### config.mk
export PLATFORM = sky130hd
export DESIGN_NAME = dmem_store_buffer
export DESIGN_NICKNAME = d
export VERILOG_FILES = /design/src/rtl/core_pkg.sv /design/src/rtl/sb_fifo.sv /design/src/rtl/dmem_store_buffer.sv
export SDC_FILE = /design/constraint.sdc
export NUM_CORES = 1
export LEC_CHECK = 0
export CORE_UTILIZATION = 54
export CTS_CLUSTER_DIAMETER = 60
export CTS_CLUSTER_SIZE = 25
export DETAILED_ROUTE_END_ITERATION = 10
export HOLD_SLACK_MARGIN = 0.12
export PLACE_DENSITY = 0.8
export SLEW_MARGIN = 15
export SYNTH_ARGS = -nofsm -noshare
export SYNTH_HDL_FRONTEND = slang
export SYNTH_SLANG_ARGS = --single-unit
### constraint.sdc
create_clock -name Clk -period 3.78 [get_ports Clk]
set_input_delay 0.945 -clock Clk [delete_from_list [all_inputs] [get_ports Clk]]
set_output_delay 0.945 -clock Clk [all_outputs]
set_load 0.02 [all_outputs]
### src/rtl/core_pkg.sv
// Shared types for the data-memory store buffer: store sizes, FSM states, entry layout.
// Latency: n/a (types and pure functions only).
// Backpressure: n/a.
package core_pkg;

    typedef enum logic [1:0] {
        SZ_NONE = 2'b00,
        SZ_BYTE = 2'b01,
        SZ_HALF = 2'b10,
        SZ_WORD = 2'b11
    } st_size_e;

    typedef enum logic [1:0] {
        ST_IDLE,
        ST_WRITE,
        ST_READ,
        ST_RDONE
    } sb_state_e;

    typedef struct packed {
        logic [29:0] waddr;
        logic [3:0]  be;
        logic [31:0] wdata;
    } sb_entry_t;

    // Byte-lane enables for a store of the given size at the given byte offset.
    function automatic logic [3:0] store_be(input st_size_e sz, input logic [1:0] lo);
        case (sz)
            SZ_BYTE: return 4'b0001 << lo;
            SZ_HALF: return 4'b0011 << lo;
            SZ_WORD: return 4'b1111;
            default: return 4'b0000;
        endcase
    endfunction

    // Halves must sit on even addresses, words on word boundaries.
    function automatic logic store_misaligned(input st_size_e sz, input logic [1:0] lo);
        return ((sz == SZ_HALF) && lo[0]) || ((sz == SZ_WORD) && (lo != 2'b00));
    endfunction

endpackage

### src/rtl/sb_fifo.sv
// Store-buffer entry FIFO with a parallel word-address compare across all valid entries.
// Latency: push visible at head/hit the cycle after the push edge; head is combinational.
// Backpressure: caller must not push when full unless popping the same edge.
module sb_fifo
    import core_pkg::*;
#(
    parameter int DEPTH = 4
) (
    input  logic        Clk,
    input  logic        Reset_n,
    input  logic        i_push,
    input  sb_entry_t   i_push_entry,
    input  logic        i_pop,
    input  logic [29:0] i_cmp_waddr,
    output logic        o_full,
    output logic        o_empty,
    output sb_entry_t   o_head,
    output logic        o_hit
);

    localparam int PW = (DEPTH > 1) ? $clog2(DEPTH) : 1;
    localparam int CW = PW + 1;

    sb_entry_t         r_mem [DEPTH];
    logic [PW-1:0]     r_wr_ptr;
    logic [PW-1:0]     r_rd_ptr;
    logic [CW-1:0]     r_count;
    logic              w_hit;

    // Entry storage; validity comes from the occupancy count, so no reset needed.
    always_ff @(posedge Clk) begin
        if (i_push) begin
            r_mem[r_wr_ptr] <= i_push_entry;
        end
    end

    // Pointers wrap naturally because DEPTH is a power of two.
    always_ff @(posedge Clk or negedge Reset_n) begin
        if (!Reset_n) begin
            r_wr_ptr <= '0;
            r_rd_ptr <= '0;
            r_count  <= '0;
        end else begin
            if (i_push) r_wr_ptr <= r_wr_ptr + 1'b1;
            if (i_pop)  r_rd_ptr <= r_rd_ptr + 1'b1;
            case ({i_push, i_pop})
                2'b10:   r_count <= r_count + 1'b1;
                2'b01:   r_count <= r_count - 1'b1;
                default: r_count <= r_count;
            endcase
        end
    end

    // An entry is live when its distance from the head is below the occupancy.
    always_comb begin
        w_hit = 1'b0;
        for (int i = 0; i < DEPTH; i++) begin
            logic [PW-1:0] off;
            off = PW'(i) - r_rd_ptr;
            if (({1'b0, off} < r_count) && (r_mem[i].waddr == i_cmp_waddr)) begin
                w_hit = 1'b1;
            end
        end
    end

    assign o_full  = (r_count == CW'(DEPTH));
    assign o_empty = (r_count == '0);
    assign o_head  = r_mem[r_rd_ptr];
    assign o_hit   = w_hit;

endmodule

### src/rtl/dmem_store_buffer.sv
// Posted-store buffer between core and data memory; loads drain matching stores first.
// Latency: store 0 cycles to accept; load 3 cycles minimum (IDLE, READ, RDONE).
// Backpressure: Core_stall on store to a full buffer (unless head acks) and on every load until RDONE.
module dmem_store_buffer
    import core_pkg::*;
#(
    parameter int DEPTH = 4
) (
    input  logic        Clk,
    input  logic        Reset_n,
    input  logic [31:0] Core_addr,
    input  logic [1:0]  Core_we,
    input  logic [7:0]  Core_wr1,
    input  logic [7:0]  Core_wr2,
    input  logic [7:0]  Core_wr3,
    input  logic [7:0]  Core_wr4,
    input  logic        Core_rd_req,
    output logic [31:0] Core_rd_data,
    output logic        Core_stall,
    output logic        Misalign_err,
    output logic        Sb_empty,
    output logic        Mem_req,
    output logic        Mem_we,
    output logic [31:0] Mem_addr,
    output logic [3:0]  Mem_be,
    output logic [31:0] Mem_wdata,
    input  logic        Mem_ack,
    input  logic [31:0] Mem_rdata
);

    sb_state_e   r_state;
    logic [31:0] r_rd_data;

    st_size_e    w_size;
    logic        w_misalign;
    logic        w_store_vld;
    logic        w_head_ack;
    logic        w_push;
    logic        w_full;
    logic        w_empty;
    logic        w_hit;
    sb_entry_t   w_head;
    sb_entry_t   w_push_entry;

    assign w_size       = st_size_e'(Core_we);
    assign w_misalign   = store_misaligned(w_size, Core_addr[1:0]);
    assign w_store_vld  = (w_size != SZ_NONE) && !w_misalign;
    assign w_head_ack   = (r_state == ST_WRITE) && Mem_ack;
    // A full buffer still takes a store on the edge that retires its head.
    assign w_push       = w_store_vld && (!w_full || w_head_ack);
    assign w_push_entry = '{waddr: Core_addr[31:2],
                            be:    store_be(w_size, Core_addr[1:0]),
                            wdata: {Core_wr4, Core_wr3, Core_wr2, Core_wr1}};

    sb_fifo #(.DEPTH(DEPTH)) u_fifo (
        .Clk          (Clk),
        .Reset_n      (Reset_n),
        .i_push       (w_push),
        .i_push_entry (w_push_entry),
        .i_pop        (w_head_ack),
        .i_cmp_waddr  (Core_addr[31:2]),
        .o_full       (w_full),
        .o_empty      (w_empty),
        .o_head       (w_head),
        .o_hit        (w_hit)
    );

    // Control FSM: loads win over draining unless a buffered store targets the load word.
    always_ff @(posedge Clk or negedge Reset_n) begin
        if (!Reset_n) begin
            r_state   <= ST_IDLE;
            r_rd_data <= '0;
        end else begin
            case (r_state)
                ST_IDLE: begin
                    if (Core_rd_req && !w_hit) r_state <= ST_READ;
                    else if (!w_empty)         r_state <= ST_WRITE;
                end
                ST_WRITE: begin
                    if (Mem_ack) r_state <= ST_IDLE;
                end
                ST_READ: begin
                    if (Mem_ack) begin
                        r_rd_data <= Mem_rdata;
                        r_state   <= ST_RDONE;
                    end
                end
                ST_RDONE: r_state <= ST_IDLE;
                default:  r_state <= ST_IDLE;
            endcase
        end
    end

    // Memory request fields decode from the state register and the (stable) head entry.
    always_comb begin
        Mem_req   = 1'b0;
        Mem_we    = 1'b0;
        Mem_addr  = '0;
        Mem_be    = '0;
        Mem_wdata = '0;
        case (r_state)
            ST_WRITE: begin
                Mem_req   = 1'b1;
                Mem_we    = 1'b1;
                Mem_addr  = {w_head.waddr, 2'b00};
                Mem_be    = w_head.be;
                Mem_wdata = w_head.wdata;
            end
            ST_READ: begin
                Mem_req  = 1'b1;
                Mem_addr = {Core_addr[31:2], 2'b00};
                Mem_be   = 4'b1111;
            end
            default: ;
        endcase
    end

    assign Core_stall   = (w_store_vld && w_full && !w_head_ack) ||
                          (Core_rd_req && (r_state != ST_RDONE));
    // Gated by reset so the pulse cannot appear while the block is held in reset.
    assign Misalign_err = w_misalign && Reset_n;
    assign Sb_empty     = w_empty && (r_state == ST_IDLE);
    assign Core_rd_data = r_rd_data;

endmodule

==> results.toml <==
[run_status]
outcome = "finished clean"

[routing]
drt_iter0_drc = 684
met2WireLength_mm = 15.25
drc_errors = 0
wl_met3_mm = 2.115
num_vias = 7898
viasPerCell = 5.641
drt_wl_total_mm = 30.68
dr.pass1.iters = 6
ant_nets = 0
routed.top_layer = "met4"
wl_met1_mm = 12.57
routedWlPerCell_um = 21.91

[sta]
slew_viol_final = 0
fmax_mhz = 273.9
finalSetupViolations = 0
fin_tns_setup_ns = 0
relSlewSlack = 0.5885
min_period_over_period = 0.9659
fin_skew_ns = 0.02547
tightest_slew_ns = 0.6116
period_minus_slack_ns = 3.651
finalHoldViolCount = 0
rsz0062_at_grt = "no"
hold_ws_ns = 0.4816

[worst_setup_path]
r2r_slack_ns = 0.87
cp.required_ns = 2.83
path_max_fanout = 19
crit_path_start_kind = "flip-flop"
end_kind = "output port"
critPathKind = "reg2out"
arrival_ns = 2.71

[pwr]
peakVddDrop_v = 0.0004405
powerDensity_nw_per_um2 = 779.1
leakage_nw = 6.106

[yosys]
synth_cell_types = 47
synth_edf_count = 264
synth_async_sr_flop_share = 0.1344
synth_area_leaders = "edfxtp_1 57%, mux4_2 11%, dfrtp_1 7.4%, xor2_1 6.7%, mux2_2 2.6%"
syn_avg_cell_area_um2 = 16.74
synth_cells = 825
yosys_warnings = 0
synth_seq_cells = 305
synth_area_leader_cell = "edfxtp_1"
synth_top_area_frac = 0.5739
synth_flop_cell = "edfxtp_1"
seq_area_frac_synth = 0.6481
syn_area_um2 = 13810

[place]
gp_congestion = 0.8823
hpwl_mm = 20.44
port_buffers = 204

[global_routing]
grt_start_max_net_pins = 45
antenna_found_initial = 2
grt_overflow = 0
grt_pass1_wl_mm = 47.02
grt_use_total = 0.2383
grt_pass1_vias = 8213

[clocking]
clockBufferDepth = 3
cts.sinks = 305
clk_transition_reported_paths_ns = 0.08
cts_tree = "built"
htreeDepth = 1
cts_inserted_buffers = 25
clk-insertion-delay-late_ns = 0.55
cts_root_buf = "clkbuf_16"
ctsHoldBuffers = 0

[floorplan]
fp.dieW_um = 161.9
core_region_area_um2 = 25110
fp.dieH_um = 161.9
dieArea_um2 = 26230
initial_core_util = 0.5502
core.rowCount = 58
io_pins = 207

[layout]
area_growth_pct = 26.41
mostFrequentLayoutCell = "edfxtp_1"
nNetsFinal = 1171
layout-drive-gt1-share = 0.2105
fillerInstances = 1689
final_cell_mix = "264 x edfxtp_1, 202 x clkdlybuf4s50_1, 106 x xor2_1, 66 x mux4_2, 49 x buf_4"

[min_path]
hold_class = "in2async"

[flow_run]
max_cap_violations = 0
==> critical path, cell delays in order (launching register included) <==
cell	delay (ns)
dfrtp_4	0.59
buf_12	0.24
mux4_2	0.52
a21oi_1	0.16
nor2b_1	0.07
clkdlybuf4s50_1	0.59
==> power by group <==
part           internal [W]  switching [W]  total [W]
registers           0.00462       0.000421    0.00504
logic               0.00287        0.00293    0.00580
clock network       0.00139        0.00137    0.00276
==> cell type report <==
class,count,area [um2],share of cell area
sequential,305,8959,0.5130
multi-input combinational,439,4473,0.2561
timing repair buffer,266,2664,0.1525
clock buffer,25,625.6,0.03582
tap,330,412.9,0.02364
clock inverter,19,256.5,0.01469
inverter,15,70.07,0.004012
antenna,1,2.502,0.0001433
==> sequential cells by signal, indices dropped and copies added, names as in the netlist <==
name	count
u_fifo.r_rd_ptr	2
r_state	2
u_fifo.r_mem	264
u_fifo.r_wr_ptr	2
u_fifo.r_count	3
Core_rd_data	32
==> synthesized netlist by cell type (all sizes together) (4+ instances only) <==
master and number:
inv 14, nor4 25, nand3 6, ha 16, nand2 9, clkbuf 25, xor2 107, xnor2 19
buf 42, and2 37, nor3 4, nand4 8, mux4 66, edfxtp 264, dfrtp 41, a31oi 4
a22oi 30, nor2b 36, a21oi 10, nor2 8, mux2 32
==> per-layer routing <==
metal | vias up | global-route usage
met2 | 284 | 0.3937
met3 | 48 | 0.04443
li1 | 3577 | -
met5 | - | 0
met1 | 3989 | 0.3278
met4 | 0 | 0.06175
==> per-stage QoR <==
stage | cells | total power (W) | worst slack (ns) | utilization | cell area [um2]
2_1_floorplan | 826 | 0.008468 | 0.5262 | - | 13820
3_3_place_gp | 1352 | 0.01080 | -0.01808 | 0.6588 | 16540
3_5_place_dp | 1352 | 0.01090 | -0.06220 | 0.6588 | 16540
4_1_cts | 1399 | 0.01373 | 0.06847 | 0.6953 | 17460
5_1_grt | 1400 | 0.01426 | 0.009301 | 0.6955 | 17460
6_report | 1400 | 0.01360 | 0.1290 | 0.6955 | 17460
==> path summary, 6_finish.rpt <==
kind,from,end,cells past startpoint
hold reg to reg,Core_rd_data[25],Core_rd_data[25],1
setup reg to reg,u_fifo.r_rd_ptr[1],r_state[1],10
min in group Clk,Core_rd_data[25],Core_rd_data[25],1
max in group asynchronous,Reset_n,u_fifo.r_rd_ptr[0],2
setup / recovery,u_fifo.r_rd_ptr[0],Mem_be[2],5
hold / removal,Reset_n,Core_rd_data[10],2
==> timing repair <==
action / CTS / global route
buffers inserted: 3 / 0
endpoints found under the setup margin: 23 / 19
resized for setup: 3 / 1
==> kinds of logic (layout without fill, tap and decap cells) <==
logic type,count (synthesis),after routing,share of synthesized area
compound gates,55,55,0.02853
xor+xnor,126,126,0.08043
fa+ha+maj,17,17,0.01594
buf+inv,82,325,0.02998
flops,305,305,0.6481
mux,99,99,0.1344
other cells,1,3,0.0002715
simple gates,140,140,0.06231
(Power assumes the default switching activity.)
